**src/rtl/vga_map_pkg.sv**
```systemverilog
// Shared constants for the world-map ROM port: widths, map codes and
// the encoding of which requester owns a ROM slot.
package vga_map_pkg;

    localparam int ADDR_W = 14;
    localparam int DATA_W = 2;

    localparam logic [1:0] EMPTY       = 2'd0;
    localparam logic [1:0] BLACK_LINE  = 2'd1;
    localparam logic [1:0] OBSTRUCTION = 2'd2;
    localparam logic [1:0] RESERVED    = 2'd3;

    typedef enum logic [1:0] {
        OWN_NONE = 2'd0,
        OWN_VGA  = 2'd1,
        OWN_CPU  = 2'd2
    } owner_e;

endpackage

```
**src/rtl/vga_map_addr_cache.sv**
```systemverilog
// One-entry address cache for the VGA pixel path: tag/valid compare in
// stage 0, cached map code refilled from the ROM in stage 1.
module vga_map_addr_cache #(
    parameter int ADDR_W = vga_map_pkg::ADDR_W,
    parameter int DATA_W = vga_map_pkg::DATA_W
) (
    input  logic              clk,
    input  logic              reset,
    input  logic [ADDR_W-1:0] lookup_addr,
    input  logic              tag_wr,
    input  logic              inv,
    input  logic              fill,
    input  logic              use_cache,
    input  logic [DATA_W-1:0] mem_data,
    output logic              hit,
    output logic [DATA_W-1:0] data_out
);
    import vga_map_pkg::*;

    logic [ADDR_W-1:0] tag_q;
    logic              tag_vld_q;
    logic [DATA_W-1:0] cache_data_q;

    assign hit      = tag_vld_q && (lookup_addr == tag_q);
    assign data_out = use_cache ? cache_data_q : mem_data;

    // Invalidation wins over a same-cycle tag write so a map switch never
    // leaves a stale entry marked valid.
    always_ff @(posedge clk) begin
        if (reset) begin
            tag_q        <= '0;
            tag_vld_q    <= 1'b0;
            cache_data_q <= '0;
        end else begin
            if (inv)
                tag_vld_q <= 1'b0;
            else if (tag_wr)
                tag_vld_q <= 1'b1;
            if (tag_wr)
                tag_q <= lookup_addr;
            if (fill)
                cache_data_q <= mem_data;
        end
    end

endmodule

```
**src/rtl/vga_map_port_arbiter.sv**
```systemverilog
// Shares the single-port world-map ROM between the fixed-latency VGA pixel
// path (absolute priority, cached repeats) and the CPU sensor read port.
module vga_map_port_arbiter #(
    parameter int ADDR_W       = vga_map_pkg::ADDR_W,
    parameter int DATA_W       = vga_map_pkg::DATA_W,
    parameter int STARVE_LIMIT = 1024
) (
    input  logic              clk,
    input  logic              reset,
    input  logic [ADDR_W-1:0] vga_addr,
    input  logic              vga_valid,
    output logic [DATA_W-1:0] vga_data,
    output logic              vga_data_valid,
    input  logic              cache_inv,
    input  logic              cpu_req,
    input  logic [ADDR_W-1:0] cpu_addr,
    output logic              cpu_ack,
    output logic [DATA_W-1:0] cpu_data,
    output logic              cpu_starved,
    output logic [ADDR_W-1:0] mem_addr,
    input  logic [DATA_W-1:0] mem_data
);
    import vga_map_pkg::*;

    localparam int               CNT_W      = $clog2(STARVE_LIMIT + 1);
    localparam logic [CNT_W-1:0] STARVE_MAX = CNT_W'(STARVE_LIMIT);

    function automatic logic [CNT_W-1:0] sat_inc(input logic [CNT_W-1:0] v);
        return (v == STARVE_MAX) ? v : v + 1'b1;
    endfunction

    logic              cache_hit;
    logic              vga_miss_p0;
    logic              cpu_grant_p0;
    logic              cpu_wait_p0;
    owner_e            owner_p0;
    logic [ADDR_W-1:0] mem_addr_q;
    logic              cpu_inflight;

    logic              vld_p1;
    logic              hit_p1;
    owner_e            owner_p1;
    logic              fill_p1;
    logic              cpu_rd_p1;
    logic [DATA_W-1:0] vga_rd_p1;

    logic              vld_p2;
    logic              ack_p2;
    logic [DATA_W-1:0] vga_data_p2;
    logic [DATA_W-1:0] cpu_data_p2;

    logic [CNT_W-1:0]  starve_cnt;
    logic [CNT_W-1:0]  starve_cnt_nxt;
    logic              starved;

    assign fill_p1   = (owner_p1 == OWN_VGA);
    assign cpu_rd_p1 = (owner_p1 == OWN_CPU);

    vga_map_addr_cache #(
        .ADDR_W(ADDR_W),
        .DATA_W(DATA_W)
    ) u_cache (
        .clk        (clk),
        .reset      (reset),
        .lookup_addr(vga_addr),
        .tag_wr     (vga_miss_p0),
        .inv        (cache_inv),
        .fill       (fill_p1),
        .use_cache  (hit_p1),
        .mem_data   (mem_data),
        .hit        (cache_hit),
        .data_out   (vga_rd_p1)
    );

    // Stage 0: arbitration; an idle slot keeps the last address on the ROM.
    always_comb begin
        vga_miss_p0  = 1'b0;
        cpu_grant_p0 = 1'b0;
        cpu_wait_p0  = 1'b0;
        owner_p0     = OWN_NONE;
        mem_addr     = mem_addr_q;
        if (!reset) begin
            vga_miss_p0  = vga_valid && !cache_hit;
            cpu_grant_p0 = !vga_miss_p0 && cpu_req && !cpu_inflight;
            cpu_wait_p0  = cpu_req && !cpu_inflight && !cpu_grant_p0;
        end
        if (vga_miss_p0) begin
            owner_p0 = OWN_VGA;
            mem_addr = vga_addr;
        end else if (cpu_grant_p0) begin
            owner_p0 = OWN_CPU;
            mem_addr = cpu_addr;
        end
    end

    always_comb begin
        starve_cnt_nxt = starve_cnt;
        if (cpu_grant_p0)
            starve_cnt_nxt = '0;
        else if (cpu_wait_p0)
            starve_cnt_nxt = sat_inc(starve_cnt);
    end

    always_ff @(posedge clk) begin
        if (reset) begin
            mem_addr_q   <= '0;
            cpu_inflight <= 1'b0;
            vld_p1       <= 1'b0;
            hit_p1       <= 1'b0;
            owner_p1     <= OWN_NONE;
            vld_p2       <= 1'b0;
            ack_p2       <= 1'b0;
            vga_data_p2  <= '0;
            cpu_data_p2  <= '0;
            starve_cnt   <= '0;
            starved      <= 1'b0;
        end else begin
            mem_addr_q <= mem_addr;
            // The ack cycle still counts as in flight; a new grant follows it.
            if (cpu_grant_p0)
                cpu_inflight <= 1'b1;
            else if (ack_p2)
                cpu_inflight <= 1'b0;

            // Stage 1: ROM data for the stage-0 owner is on mem_data.
            vld_p1   <= vga_valid;
            hit_p1   <= vga_valid && cache_hit;
            owner_p1 <= owner_p0;

            // Stage 2: registered outputs, data held between valid cycles.
            vld_p2 <= vld_p1;
            if (vld_p1)
                vga_data_p2 <= vga_rd_p1;
            ack_p2 <= cpu_rd_p1;
            if (cpu_rd_p1)
                cpu_data_p2 <= mem_data;

            starve_cnt <= starve_cnt_nxt;
            if (starve_cnt_nxt == STARVE_MAX)
                starved <= 1'b1;
        end
    end

    assign vga_data       = vga_data_p2;
    assign vga_data_valid = vld_p2;
    assign cpu_ack        = ack_p2;
    assign cpu_data       = cpu_data_p2;
    assign cpu_starved    = starved;

endmodule

```
**config.mk**
```make
export PLATFORM = sky130hd
export DESIGN_NAME = vga_map_port_arbiter
export DESIGN_NICKNAME = d
export VERILOG_FILES = /design/src/rtl/vga_map_pkg.sv /design/src/rtl/vga_map_addr_cache.sv /design/src/rtl/vga_map_port_arbiter.sv
export SDC_FILE = /design/constraint.sdc
export NUM_CORES = 1
export LEC_CHECK = 0
export ABC_AREA = 1
export BUFFER_PORTS_ARGS = -buffer_cell sky130_fd_sc_hd__buf_2
export CORE_MARGIN = 2
export CORE_UTILIZATION = 50
export DETAILED_ROUTE_END_ITERATION = 12
export MAX_ROUTING_LAYER = met4
export PLACE_DENSITY_LB_ADDON = 0.1
export SLEW_MARGIN = 0
export SYNTH_ARGS = -nofsm -noshare
export SYNTH_HDL_FRONTEND = slang
export SYNTH_SLANG_ARGS = --single-unit
```
**constraint.sdc**
```tcl
create_clock -name clk -period 2.8 [get_ports clk]
set_input_delay 0.56 -clock clk [delete_from_list [all_inputs] [get_ports clk]]
set_output_delay 0.56 -clock clk [all_outputs]
set_load 0.01 [all_outputs]
```
==> run metrics, run 1 <==
Setup CP Type reg -> out; H-tree levels 2; die extent in x 76.98 um; Die ar. 5925 um2; Layout Skew 0.005200 ns; total power per unit cell area 499.8 nW/um2; root buf cell clkbuf_8; most frequent CP cell nand2_1; Worst R2R Path Depth 15; Sequential Area 1081 um2; critical path capture point type output port; Mean Syn Cell Area 6.673 um2; largest net degree at the start of global routing 31; largest stage delay on the critical path 0.35 ns; Syn. warnings 0; Reg-to-Reg Start u_cache.tag_q[8]; Hold Path Class in -> reg; worst hold path depth 2; VDD IR-drop max 249.2 uV; Max FO, Critical Path 16; IO buf count 55; metal2 WL 2763 um; CP Cell Sequence inv_1 -> nand2_1 -> nand2_1 -> nor2_1 -> nand2_1 -> nor2_1 -> nand2_2 -> nand2_4 -> nand3_4 -> buf_4 -> o21ai_0 -> nand2_1 -> buf_2; total track usage 23.71%; final hold vios 0; NumNets Final 494; DRC viols 0; Starting Density 52.13%; leakage 0.001584 uW; Routed Antenna Nets 0; Clock Pin Slew Worst Setup and Hold Paths 0.09 ns; final WL 6397 um; Design Power 1566 uW; slew at the pin closest to its max-slew limit 0.4452 ns; per-cell routed wire length 12.12 um; status finished clean; Synth Area in XOR/XNOR 1.645%; drt pass-1 iters 5; first-pass GRT wire length 11200 um; crit share post-route 91.72%; Achievable Freq 389.4 MHz; antenna fix cells 0; Worst Path Required 2.24 ns; Area Growth Syn to Fin 17.72%; crit path max-delay cell type dfxtp_1; # setup viols final 0; CTS Buf Count 5; clock tree buffer depth 2; sequential element share of the synthesized area 40.60%; number of max-cap violations 0; Ports 56; Vert. Die Dim 76.98 um; Syn Inst Count 399; Vias/cell 5.021; worst hold start cache_inv; post-synthesis mux area share 0%; crit path DAT 2.01 ns; vias in the first global route 2453; met3 WL 386 um; Clock Latency Late Sink 0.31 ns; DR iter-0 viols 102; initial antenna violation count 0; FILL cells 526; fin crit period 2.568 ns; flops & latches, synth 54; largest family of logic cells by synthesized area simple AND/OR/NAND/NOR gates; clock sinks 54; syn_nets 436; DR top layer met4; routability cong. 0.9177; hpwl dp 4640 um; standard-cell row count 26; detailed-route via count 2651; global route overflow 0; slew margin rel. 70.24%; max-slew violations 0; CP Launch Point u_cache.tag_q[8]; post-synthesis cell area 2663 um2; core box area 5107 um2; setup TNS 0 ns; CTS tree built; Synth Area in Compound Gates 14.76%; Worst Setup Start Kind register; Post-Route M1 WL 3154 um; Cell variety after synth 24; footprint of the multi-input gates 1319 um2; layout cells sized above 1 17.03%; Adder-Cell Fraction of Synth Area 0.9398%; Post-Synth Simple-Gate Area 32.19%
[where the power goes]
part	switching (uW)	internal [uW]	total [uW]	leakage (uW)
logic	168	114	282	0.00109
registers	23.5	812	835	0.000443
clock network	249	200	449	0.0000482
total	440	1130	1570	0.00158
[layout make-up]
type | instances | area share [%]
multi-input combinational | 281 | 42.08
sequential | 54 | 34.49
timing repair buffer | 65 | 11.58
inverter | 50 | 6.148
tap | 70 | 2.794
clock buffer | 7 | 2.754
clock inverter | 1 | 0.1597
[state kept, by name, indices dropped and copies added (netlist names), 2 cells and up]
register              cells
u_cache.cache_data_q      2
vga_data                  2
owner_p1                  2
u_cache.tag_q            14
cpu_data                  2
mem_addr_q               14
starve_cnt               11
[synth_stat cells]
library cell	n	share of area, %
inv_1	49	6.9
nand2_4	1	0.42
inv_2	1	0.14
nand4_1	14	3.3
nor2_1	45	6.3
clkbuf_1	8	1.1
o21a_1	14	3.9
nand3_4	1	0.66
xor2_1	4	1.3
nand3_1	22	4.1
dfxtp_1	54	41
o21ai_1	9	1.7
nand2_1	113	16
xnor2_1	1	0.33
nand2_2	1	0.24
buf_4	1	0.28
o21ai_0	28	5.3
a21oi_1	19	3.6
ha_1	2	0.94
nor3_1	5	0.94
o21bai_1	1	0.28
buf_6	2	0.85
nor2_2	1	0.24
buf_2	3	0.56
[repair_timing]
item / CTS / global route
buffers inserted: 0 / 1
setup endpoints to repair: 0 / 13
hold buffers: 0 / 0
gates resized for setup: 0 / 3
[metal layers]
layer	vias to the layer above	track usage [%]
met4	0	7.500
met1	1172	31.95
met2	77	36.23
met5	-	-
met3	11	4.471
li1	1391	-
[cell families (layout without fill, tap and decap cells)]
| group | after synthesis | after routing |
|---|---|---|
| XOR/XNOR | 5 | 5 |
| flip-flops | 54 | 54 |
| AO/OA/AOI/OAI | 71 | 71 |
| adder cells (fa/ha/maj) | 2 | 2 |
| buffers and inverters | 64 | 123 |
| AND/OR/NAND/NOR | 203 | 203 |
[worst paths after layout]
path | slack [ns] | to
setup / recovery | 0.23 | mem_addr[3]
hold / removal | 0.41 | u_cache.tag_vld_q
setup reg to reg | 0.68 | cpu_starved
hold reg to reg | 0.45 | cpu_inflight
[layout by cell type (no fill, tap or decap), types with 5 or more instances in the layout]
cell type | netlist | routed
nand4_1 | 14 | 14
nor3_1 | 5 | 5
inv_1 | 49 | 48
buf_4 | 1 | 9
o21a_1 | 14 | 14
dfxtp_1 | 54 | 54
nor2_1 | 45 | 45
o21ai_1 | 9 | 10
clkbuf_8 | 0 | 6
buf_2 | 3 | 55
nand3_1 | 22 | 22
a21oi_1 | 19 | 19
nand2_1 | 113 | 113
o21ai_0 | 28 | 27
[metrics by stage]
stage | worst slack [ns] | utilization (%) | hold slack (ns) | cell area (um2) | cells
final | 0.2318 | 61.37 | 0.4117 | 3134 | 528
after floorplan | 0.5326 | - | 0.4454 | 2663 | 399
after global placement | 0.2190 | 59.09 | 0.4326 | 3018 | 519
after global routing | -0.0004730 | 61.37 | 0.4053 | 3134 | 528
after detailed placement | 0.1899 | 59.09 | 0.4422 | 3018 | 519
after CTS | 0.1516 | 60.88 | 0.4163 | 3109 | 527
[critical path: cells and delay by family (launching register included)]
kind / cells / cell delay, ns
simple gates: 9 / 0.72
buf+inv: 3 / 0.41
compound gates: 1 / 0.22
flops: 1 / 0.35
(Power assumes the default switching activity.)
==> run 2: changes to the inputs <==
- PLACE_DENSITY: not set -> 0.8
- PLACE_DENSITY_LB_ADDON: 0.1 -> not set
==> run 2 against run 1 <==
Cell area is 2.7% higher. Worst setup slack worse by 0.091 ns. First-iteration DRC count is 63% higher. Sequential cell count stayed put. Core utilization is 1.6 points higher. Clock skew is 0.013 ns higher. Highest routed layer unchanged. Wire length is 1.3% higher. Hold slack hardly changed. Clock power is 40% higher. Sequential share of layout area is 0.90 points lower. Critical path type unchanged. Critical endpoint is now mem_addr[1].
==> run metrics, run 2 (same netlist as run 1, synthesis figures left out) <==
CP Buf/Inv Count 4 (+1); CP Cell Sequence inv_1 -> nand2_1 -> nand2_1 -> nor2_1 -> nand2_1 -> nor2_1 -> nand2_2 -> nand2_1 -> clkinvlp_4 -> buf_4 -> nand2_1 -> nand2_1 -> buf_2; IO buf count 55 (unchanged); Final Util 63.01% (+1.6 points); H-tree levels 2 (unchanged); most frequent CP cell nand2_1; Setup CP Type reg -> out; clock tree buffer depth 2 (unchanged); Area Growth Syn to Fin 20.86%; # setup viols final 0 (unchanged); per-cell routed wire length 12.22 um (+0.87%); DRC viols 0 (unchanged); global route overflow 0 (unchanged); hpwl dp 4639 um (about the same); antenna fix cells 0 (unchanged); NumNets Final 496 (+0.40%); layout cells sized above 1 18.04% (+1.0 points); Design Power 1753 uW (+12%); commonest cells after routing, fill and taps aside nand2_1 (113), buf_2 (55), dfxtp_1 (54); crit path DAT 2.10 ns (+0.09 ns); Placed Area 3010 um2 (-0.25%); vias in the first global route 2520 (+2.7%); slew at the pin closest to its max-slew limit 0.4543 ns (+0.009115 ns); slew margin rel. 69.48% (-0.76 points); detailed-route via count 2717 (+2.5%); number of max-cap violations 0 (unchanged); Max FO, Critical Path 4 (-12); critical path capture point type output port; fin crit period 2.659 ns (+0.09071 ns); largest stage delay on the critical path 0.36 ns (about the same); total track usage 22.37% (-1.3 points); largest net degree at the start of global routing 20 (-35%); VDD IR-drop max 306.4 uV (+23%); setup TNS 0 ns (unchanged); initial antenna violation count 0 (unchanged); Vias/cell 5.126 (+2.1%); Ports 56 (unchanged); Starting Density 52.13% (unchanged); Worst Setup Start Kind register; CP top delay family simple AND/OR/NAND/NOR gates; crit share post-route 94.96% (+3.2 points); status finished clean; crit path max-delay cell type dfxtp_1; biggest regs mem_addr_q (14), u_cache.tag_q (14), starve_cnt (11); root buf cell clkbuf_8; most common cell after layout, fill and taps aside nand2_1; core box area 5107 um2 (unchanged); CTS tree built; RSZ-0062 raised after global routing true; final WL 6477 um (+1.3%); Die ar. 5925 um2 (unchanged); routability cong. 0.8641 (-5.8%); clock sinks 54 (unchanged); leakage 0.001623 uW (+2.4%); DR iter-0 viols 166 (+63%); Worst Path Required 2.24 ns (about the same); Hold Path Class in -> reg; final hold vios 0 (unchanged); first-pass GRT wire length 10630 um (-5.1%); FILL cells 473 (-10%); max-slew violations 0 (unchanged); Vert. Die Dim 76.98 um (unchanged); Routed Antenna Nets 0 (unchanged); drt pass-1 iters 4 (-1); Layout Skew 0.01810 ns (+0.01290 ns); die extent in x 76.98 um (unchanged); final instance area 3218 um2 (+2.7%); Clock Pin Slew Worst Setup and Hold Paths 0.10 ns (about the same); total power per unit cell area 544.9 nW/um2 (+9.0%); worst hold slack 0.4117 ns (+0.000005000 ns); standard-cell row count 26 (unchanged); CTS Buf Count 5 (unchanged); Clock Latency Late Sink 0.31 ns (about the same); Achievable Freq 376.1 MHz (-3.4%)
[run 2: per-stage QoR]
step | setup WS (ns) | cells
after floorplan | 0.5326 | 399
after global placement | 0.09573 | 518
after detailed placement | 0.08487 | 518
after CTS | 0.07343 | 526
after global routing | -0.04982 | 530
final | 0.1411 | 530
[run 2: layout make-up]
| cell class | count | area (um2) | area share (%) |
|---|---|---|---|
| multi-input cells | 281 | 1326 | 41.21 |
| clock inverters | 2 | 60.06 | 1.866 |
| inverters | 50 | 203.9 | 6.337 |
| well taps | 70 | 87.58 | 2.722 |
| clock buffers | 6 | 82.58 | 2.566 |
| flip-flops and latches | 54 | 1081 | 33.59 |
| repair buffers | 67 | 376.6 | 11.70 |
[run 2: report_power, final]
| group | switching (uW) | internal [uW] |
|---|---|---|
| Clock | 248 | 381 |
| Sequential | 24.6 | 812 |
| Combinational | 171 | 117 |
[run 2: worst register-to-register path, delay by kind of cell (launching register included)]
| kind | cells | cell delay (ns) |
|---|---|---|
| DFF | 1 | 0.36 |
| and+or+nand+nor | 12 | 1.34 |
| buffers and inverters | 2 | 0.26 |
| AOI/OAI and AO/OA | 1 | 0.12 |
[run 2: path summary, 6_finish.rpt]
kind,from,end,slack [ns],cells past startpoint
setup / recovery,u_cache.tag_q[9],mem_addr[1],0.14,13
hold / removal,cache_inv,u_cache.tag_vld_q,0.41,2
setup reg to reg,u_cache.tag_q[9],cpu_starved,0.66,15
hold reg to reg,cpu_starved,cpu_starved,0.46,2
[run 2: repair_timing]
item                       CTS  global route
buffers inserted             0             4
hold buffers                 0             0
resized for setup            0            11
setup endpoints to repair    0            14
[run 2: per-layer routing]
layer	GRT usage [%]	routed length, um	up-vias
met4	6.964	48	0
met1	27.20	2936	1243
met3	3.647	302	4
met2	38.16	3189	75
met5	-	0	-
li1	-	-	1395
==> run 3: changes to the inputs <==
- clock period: 2.8 -> 3.25 ns (I/O delays scaled with it)
==> run 3 against run 2 <==
Clock skew decreased by 0.0047 ns. Critical path depth increased by 2. Cell area decreased by 4.2%. Non-clock buffer count decreased by 6. Sequential share of layout area increased by 1.5 points. Cell count decreased by 1.1%. Worst setup slack improved by 0.14 ns. Sequential power decreased by 14%. Total power decreased by 24%. Combinational power decreased by 17%. Via count decreased by 3.1%. First-iteration DRC count decreased by 12%. Critical endpoint is now mem_addr[3]. Largest power group unchanged.
==> run metrics, run 3 (same netlist as run 1, synthesis figures left out) <==
clock sinks 54 (unchanged); clock tree buffer depth 2 (unchanged); slew margin rel. 66.24% (-3.2 points); CP Buf/Inv Count 4 (unchanged); FILL cells 482 (+1.9%); IO buf count 55 (unchanged); slew at the pin closest to its max-slew limit 0.5058 ns (+0.05148 ns); critical path capture point type output port; Clock Latency Late Sink 0.32 ns (about the same); Worst Path Required 2.60 ns (+0.36 ns); CP Cell Sequence buf_2 -> inv_1 -> nand2_1 -> nand2_1 -> nor2_1 -> nand2_1 -> nor2_1 -> nand2_2 -> nand2_4 -> nand3_4 -> inv_4 -> o21a_1 -> o21ai_0 -> nand2_1 -> buf_2; crit path DAT 2.32 ns (+0.22 ns); routability cong. 0.8730 (+1.0%); most frequent CP cell nand2_1; Area Growth Syn to Fin 15.84%; Achievable Freq 337.0 MHz; drt pass-1 iters 5 (+1); max-slew violations 0 (unchanged); post-CTS setup buffer count 0 (unchanged); Ports 56 (unchanged); root buf cell clkbuf_8; leakage 0.001567 uW (-3.4%); VDD IR-drop max 258.9 uV (-15%); CTS Buf Count 5 (unchanged); Routed Antenna Nets 0 (unchanged); vias in the first global route 2554 (+1.3%); Design Power 1330 uW (-24%); die extent in x 76.98 um (unchanged); per-cell routed wire length 11.92 um (-2.4%); Max FO, Critical Path 17 (+13); DR iter-0 viols 146 (-12%); CP Launch Point vga_addr[0]; total power per unit cell area 431.2 nW/um2 (-21%); Vias/cell 5.025 (-2.0%); setup TNS 0 ns (unchanged); Reg-to-Reg Start u_cache.tag_q[8]; CP top delay family simple AND/OR/NAND/NOR gates; Final Util 60.39% (-2.6 points); post_cts resized 0 (unchanged); final WL 6247 um (-3.6%); antenna fix cells 0 (unchanged); Worst Setup Start Kind input port; crit share post-route 91.29%; Layout Skew 0.01336 ns (-0.004735 ns); placed cell count 516 (-0.39%); Die ar. 5925 um2 (unchanged); fin crit period 2.967 ns; DRC viols 0 (unchanged); layout cells sized above 1 16.08% (-2.0 points); initial antenna violation count 0 (unchanged); detailed-route via count 2633 (-3.1%); worst slack, placed 0.2108 ns (+0.1260 ns); final worst setup slack 0.2830 ns (+0.1419 ns); Clock Pin Slew Worst Setup and Hold Paths 0.09 ns (about the same); # setup viols final 0 (unchanged); status finished clean; Starting Density 52.13% (unchanged); global route overflow 0 (unchanged); largest stage delay on the critical path 0.25 ns (-0.11 ns); largest net degree at the start of global routing 31 (+55%); hpwl dp 4584 um (-1.2%); core box area 5107 um2 (unchanged); Setup CP Type in -> out; NumNets Final 490 (-1.2%); number of max-cap violations 0 (unchanged); biggest regs mem_addr_q (14), u_cache.tag_q (14), starve_cnt (11); Hold Buf Count CTS 0 (unchanged); standard-cell row count 26 (unchanged); RSZ-0062 raised after global routing false; Hold Path Class reg -> reg; crit path max-delay cell type inv_4; Finished Layout Cells 524 (-1.1%); commonest cells after routing, fill and taps aside nand2_1 (113), buf_2 (55), dfxtp_1 (54); CTS tree built; first-pass GRT wire length 10980 um (+3.2%); final hold vios 0 (unchanged); Vert. Die Dim 76.98 um (unchanged); total track usage 23.09% (+0.72 points); H-tree levels 2 (unchanged); worst hold start cpu_starved; most common cell after layout, fill and taps aside nand2_1
==> run 3: cell count changes in the layout (fill, tap and decap cells not counted), moves of 2 or more <==
cell and delta:
bufinv_16 -2, o21ai_2 -2, buf_4 -4, o21ai_1 +2
==> run 3: area by class of cell <==
cell class                      count  area [um2]  share of cell area, %
Sequential cell                    54        1081                  35.05
Clock inverter                      2       13.76                 0.4462
Multi-Input combinational cell    281        1319                  42.76
Clock buffer                        6       72.57                  2.353
Inverter                           50       190.2                  6.166
Tap cell                           70       87.58                  2.840
Timing Repair Buffer               61       320.3                  10.39
==> run 3: final timing paths <==
check,slack [ns],endpoint,cells past startpoint
hold / removal,0.46,cpu_starved,2
setup / recovery,0.28,mem_addr[3],15
setup reg to reg,1.00,cpu_starved,15
hold reg to reg,0.46,cpu_starved,2
==> run 3: metal layers <==
metal | wire length (um) | GRT usage (%) | share of wire (%)
met2 | 2863 | 38.51 | 46
met3 | 318 | 3.647 | 5.1
met4 | 66 | 6.071 | 1.1
met1 | 2999 | 29.36 | 48
met5 | 0 | - | 0
==> run 3: worst reg2reg max path, delay by kind of cell (launching register included) <==
| kind | cells | cell delay, ns |
|---|---|---|
| AOI/OAI and AO/OA | 1 | 0.13 |
| DFF | 1 | 0.35 |
| buffers and inverters | 2 | 0.23 |
| and+or+nand+nor | 12 | 1.48 |
==> run 3: power by group <==
group	switching, uW	internal [uW]	leakage (uW)
Clock	221	153	0.0000452
Combinational	143	93.7	0.00108
Sequential	20.0	700	0.000443
Total	384	946	0.00157
==> run 3: stage by stage <==
stage / cell area (um2) / hold slack [ns]
after detailed placement: 2995 / 0.4420
final: 3084 / 0.4570
after floorplan: 2663 / 0.4454
after CTS: 3082 / 0.4545
after global placement: 2995 / 0.4311
after global routing: 3084 / 0.4786
